File: config.mk
export PLATFORM = sky130hd
export DESIGN_NAME = mlp_result_streamer_flat
export DESIGN_NICKNAME = d
export VERILOG_FILES = /design/src/rtl/mlp_pkg.sv /design/src/rtl/mlp_result_streamer_if.sv /design/src/rtl/mlp_result_streamer_fifo2.sv /design/src/rtl/mlp_result_streamer.sv /design/src/flat_wrapper.sv
export SDC_FILE = /design/constraint.sdc
export NUM_CORES = 1
export LEC_CHECK = 0
export CORE_UTILIZATION = 46
export CTS_CLUSTER_DIAMETER = 50
export DETAILED_ROUTE_END_ITERATION = 16
export PLACE_DENSITY_LB_ADDON = 0.3
export SETUP_SLACK_MARGIN = 0.3
export SLEW_MARGIN = 40
export SYNTH_ARGS = -nofsm -noshare
export SYNTH_HDL_FRONTEND = slang
export SYNTH_SLANG_ARGS = --single-unit
File: constraint.sdc
create_clock -name clk_i -period 4.2 [get_ports clk_i]
set_clock_uncertainty 0.1 [all_clocks]
set_input_delay 1.26 -clock clk_i [delete_from_list [all_inputs] [get_ports clk_i]]
set_output_delay 1.26 -clock clk_i [all_outputs]
set_load 0.1 [all_outputs]
File: src/rtl/mlp_pkg.sv
// rtl/mlp_pkg.sv - shared sizes and state type for the MLP result path
//
// Purpose: constants shared between the MLP control FSM and the result
//          streamer, plus the streamer state encoding.
// Ports:   none (package).
// Config:  none here; the streamer's optional overrun flag is controlled by
//          MLP_STREAM_OVERRUN_EN in rtl/mlp_result_streamer.sv.

package mlp_pkg;

   // Entries in the activation (X) memory and its address width.
   localparam int MlpNumElems   = 256;
   localparam int MlpXAddrWidth = 8;

   typedef enum logic [1:0] {
      Idle  = 2'd0,
      Drain = 2'd1,
      Flush = 2'd2
   } stream_state_t;

endpackage

File: src/rtl/mlp_result_streamer_if.sv
// rtl/mlp_result_streamer_if.sv - X-memory read port and result stream bundle
//
// Purpose: groups the X-memory read port and the outgoing valid/ready stream.
// Signals:
//   mem_ren    streamer -> memory  read enable
//   mem_addr   streamer -> memory  read address
//   mem_rdata  memory -> streamer  read data, one cycle after mem_ren
//   out_valid  streamer -> sink    beat valid
//   out_ready  sink -> streamer    sink ready
//   out_data   streamer -> sink    beat data
//   out_last   streamer -> sink    final beat of a result
// Modports: master (streamer side), slave (memory + sink side).

interface mlp_result_streamer_if
   import mlp_pkg::*;
#(
   parameter int DataWidth = 8,
   parameter int AddrWidth = MlpXAddrWidth
);

   logic                 mem_ren;
   logic [AddrWidth-1:0] mem_addr;
   logic [DataWidth-1:0] mem_rdata;

   logic                 out_valid;
   logic                 out_ready;
   logic [DataWidth-1:0] out_data;
   logic                 out_last;

   modport master (
      output mem_ren,
      output mem_addr,
      input  mem_rdata,
      output out_valid,
      output out_data,
      output out_last,
      input  out_ready
   );

   modport slave (
      input  mem_ren,
      input  mem_addr,
      output mem_rdata,
      input  out_valid,
      input  out_data,
      input  out_last,
      output out_ready
   );

endinterface

File: src/rtl/mlp_result_streamer_fifo2.sv
// rtl/mlp_result_streamer_fifo2.sv - 2-entry synchronous FIFO for the result streamer
//
// Purpose: holds up to two {last, data} beats between the X-memory read port
//          and the output stream.
// Ports:
//   clk_i   in   clock, rising edge
//   rst_ni  in   asynchronous active-low reset
//   push    in   write wdata (accepted when not full, or when full and popping)
//   pop     in   drop the head entry (ignored when empty)
//   wdata   in   Width bits
//   rdata   out  head entry, Width bits
//   full    out  two entries held
//   empty   out  no entries held
//   count   out  entries held (0..2)

module fifo2 #(
   parameter int Width = 9
) (
   input  logic             clk_i,
   input  logic             rst_ni,
   input  logic             push,
   input  logic             pop,
   input  logic [Width-1:0] wdata,
   output logic [Width-1:0] rdata,
   output logic             full,
   output logic             empty,
   output logic [1:0]       count
);

   logic [Width-1:0] mem_q [2];
   logic             wr_ptr_q;
   logic             rd_ptr_q;
   logic [1:0]       count_q;
   logic             do_push;
   logic             do_pop;

   assign do_pop  = pop && (count_q != 2'd0);
   // A push into a full FIFO is legal in the same cycle as a pop: the freed
   // slot is the one the write pointer already points at.
   assign do_push = push && ((count_q != 2'd2) || do_pop);

   always_ff @(posedge clk_i or negedge rst_ni) begin
      if (!rst_ni) begin
         mem_q[0] <= '0;
         mem_q[1] <= '0;
         wr_ptr_q <= 1'b0;
         rd_ptr_q <= 1'b0;
         count_q  <= 2'd0;
      end else begin
         if (do_push) begin
            mem_q[wr_ptr_q] <= wdata;
            wr_ptr_q        <= ~wr_ptr_q;
         end
         if (do_pop) begin
            rd_ptr_q <= ~rd_ptr_q;
         end
         count_q <= count_q + {1'b0, do_push} - {1'b0, do_pop};
      end
   end

   assign rdata = mem_q[rd_ptr_q];
   assign full  = (count_q == 2'd2);
   assign empty = (count_q == 2'd0);
   assign count = count_q;

endmodule

File: src/rtl/mlp_result_streamer.sv
// rtl/mlp_result_streamer.sv - drains the X memory as a valid/ready stream per result
//
// Purpose: on a result_valid_i pulse, reads all NumElems X-memory entries in
//          address order and streams them out with a last flag. A 2-entry
//          FIFO covers the one-cycle read latency so the stream runs gap-free
//          at one beat per cycle and stalls cleanly under back-pressure.
// Ports:
//   clk_i           in   clock, rising edge
//   rst_ni          in   asynchronous active-low reset
//   result_valid_i  in   1-cycle pulse: X memory holds a finished result
//   busy_o          out  streaming in progress (Drain or Flush)
//   overrun_o       out  sticky: a pulse arrived while busy (option only)
//   bus             master modport of mlp_result_streamer_if
// Config:  MLP_STREAM_OVERRUN_EN builds the sticky overrun flag; without it
//          overrun_o is tied low.

module mlp_result_streamer
   import mlp_pkg::*;
#(
   parameter int DataWidth = 8,
   parameter int NumElems  = MlpNumElems,
   parameter int AddrWidth = MlpXAddrWidth
) (
   input  logic                   clk_i,
   input  logic                   rst_ni,
   input  logic                   result_valid_i,
   output logic                   busy_o,
   output logic                   overrun_o,
   mlp_result_streamer_if.master  bus
);

   localparam logic [AddrWidth-1:0] LastAddr = AddrWidth'(NumElems - 1);

   stream_state_t        state_q;
   stream_state_t        state_d;

   logic [AddrWidth-1:0] rd_cnt_q;
   logic                 inflight_q;       // a read was issued last cycle
   logic                 inflight_last_q;  // ...and it was for the final element

   logic                 issue;
   logic                 final_issue;
   logic [2:0]           occ_after;

   logic [DataWidth:0]   fifo_wdata;
   logic [DataWidth:0]   fifo_rdata;
   logic                 fifo_full;
   logic                 fifo_empty;
   logic [1:0]           fifo_count;

   logic                 pop;
   logic                 last_hs;

   // ------------------------------------------------------------------
   // Output side: the FIFO head is the current beat.
   // ------------------------------------------------------------------
   assign pop     = !fifo_empty && bus.out_ready;
   assign last_hs = pop && fifo_rdata[DataWidth];

   assign bus.out_valid = !fifo_empty;
   assign bus.out_data  = fifo_empty ? '0 : fifo_rdata[DataWidth-1:0];
   assign bus.out_last  = !fifo_empty && fifo_rdata[DataWidth];

   // Entries the buffer will have to hold once this cycle's pop is taken
   // into account: stored beats plus the read whose data arrives now.
   assign occ_after = {1'b0, fifo_count} + {2'b0, inflight_q} - {2'b0, pop};

   // ------------------------------------------------------------------
   // State machine
   // ------------------------------------------------------------------
   always_ff @(posedge clk_i or negedge rst_ni) begin
      if (!rst_ni) begin
         state_q <= Idle;
      end else begin
         state_q <= state_d;
      end
   end

   always_comb begin
      state_d     = state_q;
      issue       = 1'b0;
      final_issue = 1'b0;
      unique case (state_q)
         Idle: begin
            if (result_valid_i) begin
               state_d = Drain;
            end
         end
         Drain: begin
            if (occ_after < 3'd2) begin
               issue = 1'b1;
               if (rd_cnt_q == LastAddr) begin
                  final_issue = 1'b1;
                  state_d     = Flush;
               end
            end
         end
         Flush: begin
            // The buffer is empty once the last beat leaves, so a new pulse
            // landing on that same handshake can start the next drain at once.
            if (last_hs) begin
               state_d = result_valid_i ? Drain : Idle;
            end
         end
         default: begin
            state_d = Idle;
         end
      endcase
   end

   assign busy_o       = (state_q != Idle);
   assign bus.mem_ren  = issue;
   assign bus.mem_addr = issue ? rd_cnt_q : '0;

   // ------------------------------------------------------------------
   // Read counter and in-flight tracking
   // ------------------------------------------------------------------
   always_ff @(posedge clk_i or negedge rst_ni) begin
      if (!rst_ni) begin
         rd_cnt_q        <= '0;
         inflight_q      <= 1'b0;
         inflight_last_q <= 1'b0;
      end else begin
         if (issue) begin
            rd_cnt_q <= final_issue ? '0 : rd_cnt_q + AddrWidth'(1);
         end
         inflight_q      <= issue;
         inflight_last_q <= final_issue;
      end
   end

   // Returned data is always pushed; the issue rule guarantees room for it.
   assign fifo_wdata = {inflight_last_q, bus.mem_rdata};

   fifo2 #(
      .Width (DataWidth + 1)
   ) u_fifo (
      .clk_i  (clk_i),
      .rst_ni (rst_ni),
      .push   (inflight_q),
      .pop    (pop),
      .wdata  (fifo_wdata),
      .rdata  (fifo_rdata),
      .full   (fifo_full),
      .empty  (fifo_empty),
      .count  (fifo_count)
   );

   no_push_into_full : assert property (
      @(posedge clk_i) disable iff (!rst_ni) !(inflight_q && fifo_full && !pop)
   );

   // ------------------------------------------------------------------
   // Optional overrun flag
   // ------------------------------------------------------------------
`ifdef MLP_STREAM_OVERRUN_EN
   logic overrun_q;
   logic ignored_pulse;

   // A pulse accepted on the final handshake is not an overrun.
   assign ignored_pulse = result_valid_i && busy_o &&
                          !((state_q == Flush) && (state_d == Drain));

   always_ff @(posedge clk_i or negedge rst_ni) begin
      if (!rst_ni) begin
         overrun_q <= 1'b0;
      end else if (ignored_pulse) begin
         overrun_q <= 1'b1;
      end
   end

   assign overrun_o = overrun_q;
`else
   assign overrun_o = 1'b0;
`endif

endmodule

File: src/flat_wrapper.sv
// flat-port wrapper written by rule: the top's interface ports become plain ports
module mlp_result_streamer_flat import mlp_pkg::*;
#(
   parameter int DataWidth = 8,
   parameter int NumElems  = MlpNumElems,
   parameter int AddrWidth = MlpXAddrWidth
)
  (clk_i, rst_ni, result_valid_i, busy_o, overrun_o, bus_mem_ren, bus_mem_addr, bus_mem_rdata, bus_out_valid, bus_out_data, bus_out_last, bus_out_ready);
  mlp_result_streamer_if #(.DataWidth(DataWidth), .AddrWidth(AddrWidth)) bus_i ();
  input  logic clk_i;
  input  logic rst_ni;
  input  logic result_valid_i;
  output logic busy_o;
  output logic overrun_o;
  output wire logic [$bits(bus_i.mem_ren)-1:0] bus_mem_ren;
  output wire logic [$bits(bus_i.mem_addr)-1:0] bus_mem_addr;
  input wire logic [$bits(bus_i.mem_rdata)-1:0] bus_mem_rdata;
  output wire logic [$bits(bus_i.out_valid)-1:0] bus_out_valid;
  output wire logic [$bits(bus_i.out_data)-1:0] bus_out_data;
  output wire logic [$bits(bus_i.out_last)-1:0] bus_out_last;
  input wire logic [$bits(bus_i.out_ready)-1:0] bus_out_ready;
  assign bus_mem_ren = bus_i.mem_ren;
  assign bus_mem_addr = bus_i.mem_addr;
  assign bus_i.mem_rdata = bus_mem_rdata;
  assign bus_out_valid = bus_i.out_valid;
  assign bus_out_data = bus_i.out_data;
  assign bus_out_last = bus_i.out_last;
  assign bus_i.out_ready = bus_out_ready;
  mlp_result_streamer #(.DataWidth(DataWidth), .NumElems(NumElems), .AddrWidth(AddrWidth)) u_core (.clk_i(clk_i), .rst_ni(rst_ni), .result_valid_i(result_valid_i), .busy_o(busy_o), .overrun_o(overrun_o), .bus(bus_i));
endmodule
Word level (Yosys, flattened, before mapping)
Cells that the tools add are included.
Storage, ports and cells
  bits in read-only memories: 0
  register bits: 34
  word-level logic and storage cells: 63
  bits in writable memories: 0
  memories: 0
  latch bits: 0
Cells by class
  div/mod/pow operators: 0
  eq/ne operators: 8
  mux-type cells: 20
  reduce and logical (&&, ||, !) cells: 13
  order comparisons: 4
  bitwise gates (word level): 4
  shift operators: 0
  $add $sub $neg: 5
  $mul: 0
Operators by type and width (count)
  two-way mux 9 bit: 4
  two-way mux 8 bit: 3
  bitwise mux 18 bit: 1
  demux 9 bit (select 1 bit): 1
  adder 8 x 1 -> 8 bit (second input constant): 1
  equality test 8 bit (second input constant): 1
  two-way mux 2 bit: 4
  logical AND 1 bit: 6
  two-way mux 1 bit: 6
  inequality test 2 x 1 -> 1 bit (second input constant): 3
  one-hot mux 2 bit (3 select lines): 1
  greater-or-equal comparator 2 bit (second input constant): 2
  logical NOT 2 bit: 2
  inequality test 2 bit (second input constant): 2
  NOT 1 -> 2 bit: 2
  AND reduction 4 bit: 1
  nonzero test 2 bit: 2
  adder 2 x 1 -> 3 bit: 1
  less-than comparator 3 x 2 -> 1 bit (second input constant): 1
  subtractor 3 x 1 -> 3 bit: 1
  adder 2 x 1 -> 2 bit: 1
  equality test 2 x 1 -> 1 bit (second input constant): 1
  equality test 2 bit (second input constant): 1
  less-than comparator 2 x 1 -> 1 bit (second input constant): 1
  4 further kinds: 5

Logic depth before layout (Yosys ltp)
Gate-level depths: netlist of the first run.
  depth in word-level cells: 8
  gate-level depth with buffers: 11

Hierarchy
Synthesis of the first run repeated with hierarchy kept, for this count alone.
Second synthesis, totals
  cells, all modules: 148
  area total of the unflattened synthesis: 1804.2 um^2
Modules (own cells, without submodules)
  fifo2: area an instance 1032.2 um^2, seq. area each 550.5 um^2, times used 1, cells each 66
  mlp_result_streamer: area an instance 772.0 um^2, seq. area each 300.3 um^2, times used 1, cells each 82

Worst setup path after synthesis of the first run
OpenSTA, ideal clock, no wires.
  kind: input -> output
  start: in bus_out_ready
  end: out bus_mem_addr[3]
  arrival time: 4.074 ns
  slack: -1.234 ns
  data required time: 2.840 ns
  buffers on the path: 1
  cell stages on the path: 9
  cell sequence: o21ai_0 inv_1 ha_1 nand2b_1 fa_1 xnor2_1 nand4b_1 buf_2 nor2_1
Between the ends
  longest elaborated chain between the ends: 6
RTL lines
  from (decl): RTL line flat_wrapper.sv:21  | input wire logic [$bits(bus_i.out_ready)-1:0] bus_out_ready;
  logical AND 1 bit: RTL line mlp_result_streamer.sv:57  | assign pop = !fifo_empty && bus.out_ready;
  subtractor 3 x 1 -> 3 bit: RTL line mlp_result_streamer.sv:66  | assign occ_after = {1'b0, fifo_count} + {2'b0, inflight_q} - {2'b0, pop};
  less-than comparator 3 x 2 -> 1 bit: RTL line mlp_result_streamer.sv:90  | if (occ_after < 3'd2) begin
  two-way mux 1 bit: RTL line mlp_result_streamer.sv:90
  two-way mux 1 bit: RTL line mlp_result_streamer.sv:83  | unique case (state_q)
  two-way mux 8 bit: RTL line mlp_result_streamer.sv:113  | assign bus.mem_addr = issue ? rd_cnt_q : '0;
  to (decl): RTL line flat_wrapper.sv:16  | output wire logic [$bits(bus_i.mem_addr)-1:0] bus_mem_addr;
Every way passes these cells.

Worst setup path in the final report of the first run
Ends and elaborated chain as after synthesis.

==> results.yml, run 1 <==
outcome:
  status: "complete, but fails checks"
  violations: "negative setup slack"
place:
  place_hpwl_microns: 2450
  port_buffers: 31
  dp_cells: 230
  dp_slack_ns: -0.698
  gp_congestion: 0.790
sta:
  finalMaxSlewViolations: 0
  setup_ws_ns: -0.228
  post-route-period-util: 1.05
  maxSlewHeadroom: 0.554
  rsz0062_at_grt: "yes"
  tns_ns: -1.80
  fin_crit_ns: 4.43
  worst_pin_slew_ns: 0.667
  holdWs_ns: 0.415
  finalSetupViolCount: 9
  fmax_ghz: 0.226
  hold_viol_final: 0
logic_synthesis:
  ys_types: 32
  yosysTopAreaCell: "dfrtp_1"
  synth.top_cell.area_share: 0.507
  synth_area_per_cell_sq_um: 11.3
  yosys_warnings: 0
  ys_seq_elements: 34
  synthesis.nets: 165
  synth_area_sq_mm: 0.00168
  ys_top_cells_by_area: "dfrtp_1 (51%), mux2_2 (12%), mux2i_1 (5.4%)"
  ys_seq_area_frac: 0.507
  syn_inst: 148
grt:
  grt_pass1_wl_microns: 6490
  grt_max_degree: 35
  overflow: 0
  grt_use_total: 0.218
  antenna_found_initial: 0
  grt_pass1_vias: 1377
route:
  routed_wire_length_per_instance_microns: 14.8
  drtAntennaViolNets: 0
  drc: 0
  drt-pass1-iter-count: 5
  drt_iter0_markers: 53
  num_vias: 1279
  via_per_inst: 5.18
  routed_wl_microns: 3650
critical_path:
  timing_worst_setup_path_type: "input port to output port"
  cp-start-kind: "input port"
  crit_path_max_fanout: 5
  cp.arrival_ns: 3.07
  required_ns: 2.84
  r2r_setup_slack_ns: 1.14
  endpoint_kind: "output port"
die:
  die_h_microns: 62.4
  rows: 21
  die-area_sq_mm: 0.00389
  coreArea_sq_mm: 0.00342
  ios: 33
  start_util: 0.491
  die_width_microns: 62.4
cts:
  clock_latency_ns: 0.34
  cts_buffer_depth: 2
  clock_sinks: 34
  numCtsBuffers: 5
  cts_tree: "built"
  h-tree-depth: 2
  cts.clk_slew.worst_paths_ns: 0.10
  clk_root_buffer_cell: "clkbuf_4"
finish:
  layout_common_cells: "dfrtp_1 (34), buf_4 (25), mux2_2 (18)"
  instances_no_fill: 247
  nets: 217
  areaGrowthSynthToFinish_pct: 42.5
  drive_gt1_frac: 0.428
  final_common_cell: "dfrtp_1"
  antennaDiodeCount: 0
run:
  cap_viol_max_count: 0
min_path:
  min_path_type: "register to register"
-- routing by layer --
| layer | GRT usage | part of all wire | vias to the layer above |
|---|---|---|---|
| met3 | 0.0657 | 0.053 | 13 |
| met1 | 0.241 | 0.39 | 621 |
| met5 | 0 | 0 | - |
| met2 | 0.394 | 0.53 | 41 |
| met4 | 0.0756 | 0.023 | 0 |
| li1 | - | - | 604 |
-- cell type report --
| type | instances | area (sq um) |
|---|---|---|
| clock buffer | 8 | 78.8 |
| tap | 46 | 57.6 |
| sequential | 34 | 851 |
| fill | 261 | 1020 |
| inverter | 8 | 32.5 |
| multi-input combinational | 101 | 842 |
| timing repair inverter | 1 | 7.51 |
| timing repair buffer | 49 | 522 |
-- kinds of logic (layout without fill, tap and decap cells) --
family	count (synthesis)	in the layout	synth area share
buffers and inverters	13	66	0.0336
and+or+nand+nor	46	46	0.129
xor gates and xnor gates	8	8	0.0418
AOI/OAI and AO/OA	14	14	0.0701
other	1	1	0.00223
adders and majority gates	5	5	0.0418
DFF	34	34	0.507
muxes	27	27	0.174
-- repair_timing --
| action | CTS | global route |
|---|---|---|
| hold buffers | 0 | 0 |
| hold endpoints to repair | 0 | 0 |
| pin swaps | 5 | 0 |
| resized for setup | 11 | 0 |
| endpoints found under the setup margin | 9 | 9 |
| buffers inserted | 7 | 1 |
| cloned | 1 | 0 |
-- critical path, cell delays in order --
cell      delay, ns
buf_6          0.10
o21ai_4        0.05
inv_2          0.07
ha_4           0.20
nand2b_4       0.13
fa_2           0.55
nand4b_1       0.12
buf_6          0.16
buf_8          0.13
nor2_4         0.10
buf_12         0.18
-- synth_stat cells --
library cell / number
a2111oi_0: 1
a21o_1: 1
a21oi_1: 2
a31oi_1: 1
and2_1: 6
buf_2: 3
buf_4: 1
clkbuf_1: 1
conb_1: 1
dfrtp_1: 34
fa_1: 1
ha_1: 4
inv_1: 7
inv_2: 1
mux2_2: 18
mux2i_1: 9
nand2_1: 9
nand2b_1: 2
nand3_1: 4
nand4_1: 1
nand4b_1: 1
nor2_1: 18
nor2_2: 1
nor3_1: 1
o21ai_0: 5
o22ai_1: 2
o311ai_4: 1
o31ai_4: 1
or2_2: 1
or3_1: 2
xnor2_1: 6
xor2_1: 2
-- flip-flops by register name, summed over array words and instances (netlist names) --
signal / cells
u_core.inflight_q: 1
u_core.inflight_last_q: 1
u_core.rd_cnt_q: 8
u_core.u_fifo.count: 2
u_core.u_fifo.mem_q: 18
u_core.u_fifo.wr_ptr_q: 1
u_core.u_fifo.rd_ptr_q: 1
u_core.state_q: 2
-- final timing paths --
kind | from | endpoint | depth (start not counted)
min | u_core.u_fifo.mem_q[1] | u_core.u_fifo.mem_q[1] | 1
min in group asynchronous | rst_ni | u_core.u_fifo.count[1] | 2
min reg2reg | u_core.u_fifo.mem_q[1] | u_core.u_fifo.mem_q[1] | 1
max in group asynchronous | rst_ni | u_core.rd_cnt_q[0] | 2
max | bus_out_ready | bus_mem_addr[3] | 11
max reg2reg | u_core.u_fifo.count[1] | u_core.rd_cnt_q[7] | 11
-- metrics by stage --
step                      instance area, sq um   util
after floorplan                           1770      -
after global placement                    2230  0.653
after detailed placement                  2230  0.652
after CTS                                 2380  0.698
after global routing                      2390  0.700
final                                     2390  0.700
Power of run 1 is not shown: default switching activity piles up to over one toggle a cycle in this logic, so the estimate is an artifact.
==> inputs of run 2 (changes only) <==
Settings changed: CORE_UTILIZATION 46 to 50, CTS_CLUSTER_DIAMETER 50 to 100, GPL_TIMING_DRIVEN from default to 0.
Clock period 4.2 ns to 4.1 ns, I/O delays scaled along.
==> results.yml, run 2 (same netlist as run 1, synthesis figures left out) <==
cts:
  clk_root_buffer_cell: "clkbuf_4"
  numCtsBuffers: 5
  cts.clk_slew.worst_paths_ns: 0.10
  h-tree-depth: 2
  cts_buffer_depth: 2
  clock_sinks: 34
  clock_latency_ns: 0.34
  cts_tree: "built"
place:
  port_buffers: 31
  place_hpwl_microns: 2350
  gp_congestion: 0.829
  postPlaceCellArea_sq_mm: 0.00206
  dp_cells: 224
finish:
  largest_reg_flops: 18
  instances_no_fill: 245
  final_common_cell: "dfrtp_1"
  areaGrowthSynthToFinish_pct: 42.2
  drive_gt1_frac: 0.423
  top_regs: "u_core.u_fifo.mem_q: 18 flops, u_core.rd_cnt_q: 8 flops"
  postLayoutCellArea_sq_mm: 0.00239
  utilization: 0.763
  largest_register: "u_core.u_fifo.mem_q"
  nets: 217
  layout_common_cells: "dfrtp_1 (34), mux2_2 (18), nor2_1 (16)"
  antennaDiodeCount: 0
route:
  via_per_inst: 5.25
  drtAntennaViolNets: 0
  num_vias: 1286
  drt-pass1-iter-count: 4
  drt_iter0_markers: 57
  routed_wire_length_per_instance_microns: 15.3
  drc: 0
  routed_wl_microns: 3750
outcome:
  violations: "negative setup slack"
  status: "complete, but fails checks"
sta:
  finalSetupViolCount: 9
  maxSlewHeadroom: 0.524
  setup_ws_ns: -0.416
  finalMaxSlewViolations: 0
  post-route-period-util: 1.10
  fin_crit_ns: 4.52
  fmax_ghz: 0.221
  holdWs_ns: 0.413
  hold_viol_final: 0
  worst_pin_slew_ns: 0.711
  rsz0062_at_grt: "yes"
critical_path:
  r2r_setup_slack_ns: 1.14
  ff2ff_path_depth: 11
  max_stage_delay_ns: 0.40
  endpoint_kind: "output port"
  path_buf_inv: 5
  cp-start-kind: "input port"
  required_ns: 2.77
  timing_worst_setup_path_type: "input port to output port"
  path_delay_family: "buffers and inverters"
  r2r_end: "u_core.rd_cnt_q[7]"
  r2r_start: "u_core.u_fifo.count[0]"
  cp-endpoint: "bus_mem_addr[0]"
  cp.arrival_ns: 3.19
  critPathLaunch: "bus_out_ready"
  crit_path_max_fanout: 6
  path_cells: "buf_12 > o21ai_4 > inv_2 > ha_4 > nand2b_4 > fa_2 > xnor2_2 > nand4b_1 > inv_2 > buf_12 > and2_4 > buf_12"
  cp_slowest_cell: "fa_2"
  cp_common_cell: "buf_12"
  path_depth: 12
min_path:
  hold_start: "u_core.u_fifo.mem_q[4]"
  min_path_type: "register to register"
die:
  ios: 33
  die_width_microns: 59.9
  die_h_microns: 59.9
  coreArea_sq_mm: 0.00313
  rows: 20
  die-area_sq_mm: 0.00359
  start_util: 0.536
run:
  cap_viol_max_count: 0
grt:
  grt_pass1_wl_microns: 5880
  antenna_found_initial: 0
  grt_use_total: 0.231
  overflow: 0
  grt_pass1_vias: 1296
  grt_max_degree: 22
-- run 2: cell count changes in the layout (fill, tap and decap cells not counted), sizes merged --
| cell | before | now |
|---|---|---|
| clkdlybuf4s50 | 10 | 9 |
| clkinvlp | 1 | 0 |
| clkinv | 0 | 1 |
| bufbuf | 0 | 1 |
-- run 2: routing by layer --
layer / up-vias / global-route usage / wire [microns]
li1: 606 / - / -
met1: 632 / 0.248 / 1510
met2: 40 / 0.421 / 1980
met3: 8 / 0.0844 / 188
met4: 0 / 0.0698 / 64
met5: - / 0 / 0
-- run 2: cell type report --
class	count	area [sq um]
sequential	34	851
clock inverter	1	5.00
inverter	8	30.0
clock buffer	7	55.1
fill	198	742
multi-input combinational	101	842
buffer	5	47.5
timing repair buffer	45	500
tap	44	55.1
-- run 2: worst min path at each step --
stage / to / slack [ns] / cells past startpoint
floorplan: u_core.u_fifo.mem_q[8] / 0.37 / 1
global placement: u_core.u_fifo.mem_q[8] / 0.38 / 1
detailed placement: u_core.u_fifo.mem_q[4] / 0.39 / 1
CTS: u_core.u_fifo.mem_q[4] / 0.42 / 1
global route: u_core.u_fifo.mem_q[4] / 0.43 / 1
finish: u_core.u_fifo.mem_q[4] / 0.41 / 1
-- run 2: what timing repair did --
action / CTS / global route
setup endpoints to repair: 9 / 9
gates resized for setup: 45 / 0
hold buffers: 0 / 0
pin swaps: 5 / 1
cloned: 1 / 0
setup buffers: 9 / 3
-- run 2: per-stage QoR --
step	worst slack (ns)	TNS, ns
detailed placement	-1.25	-10.75
global route	-0.459	-3.75
global placement	-1.91	-16.79
CTS	-0.350	-2.76
floorplan	-0.324	-2.32
finish	-0.416	-3.40
Power of run 2 is left out for the same reason.
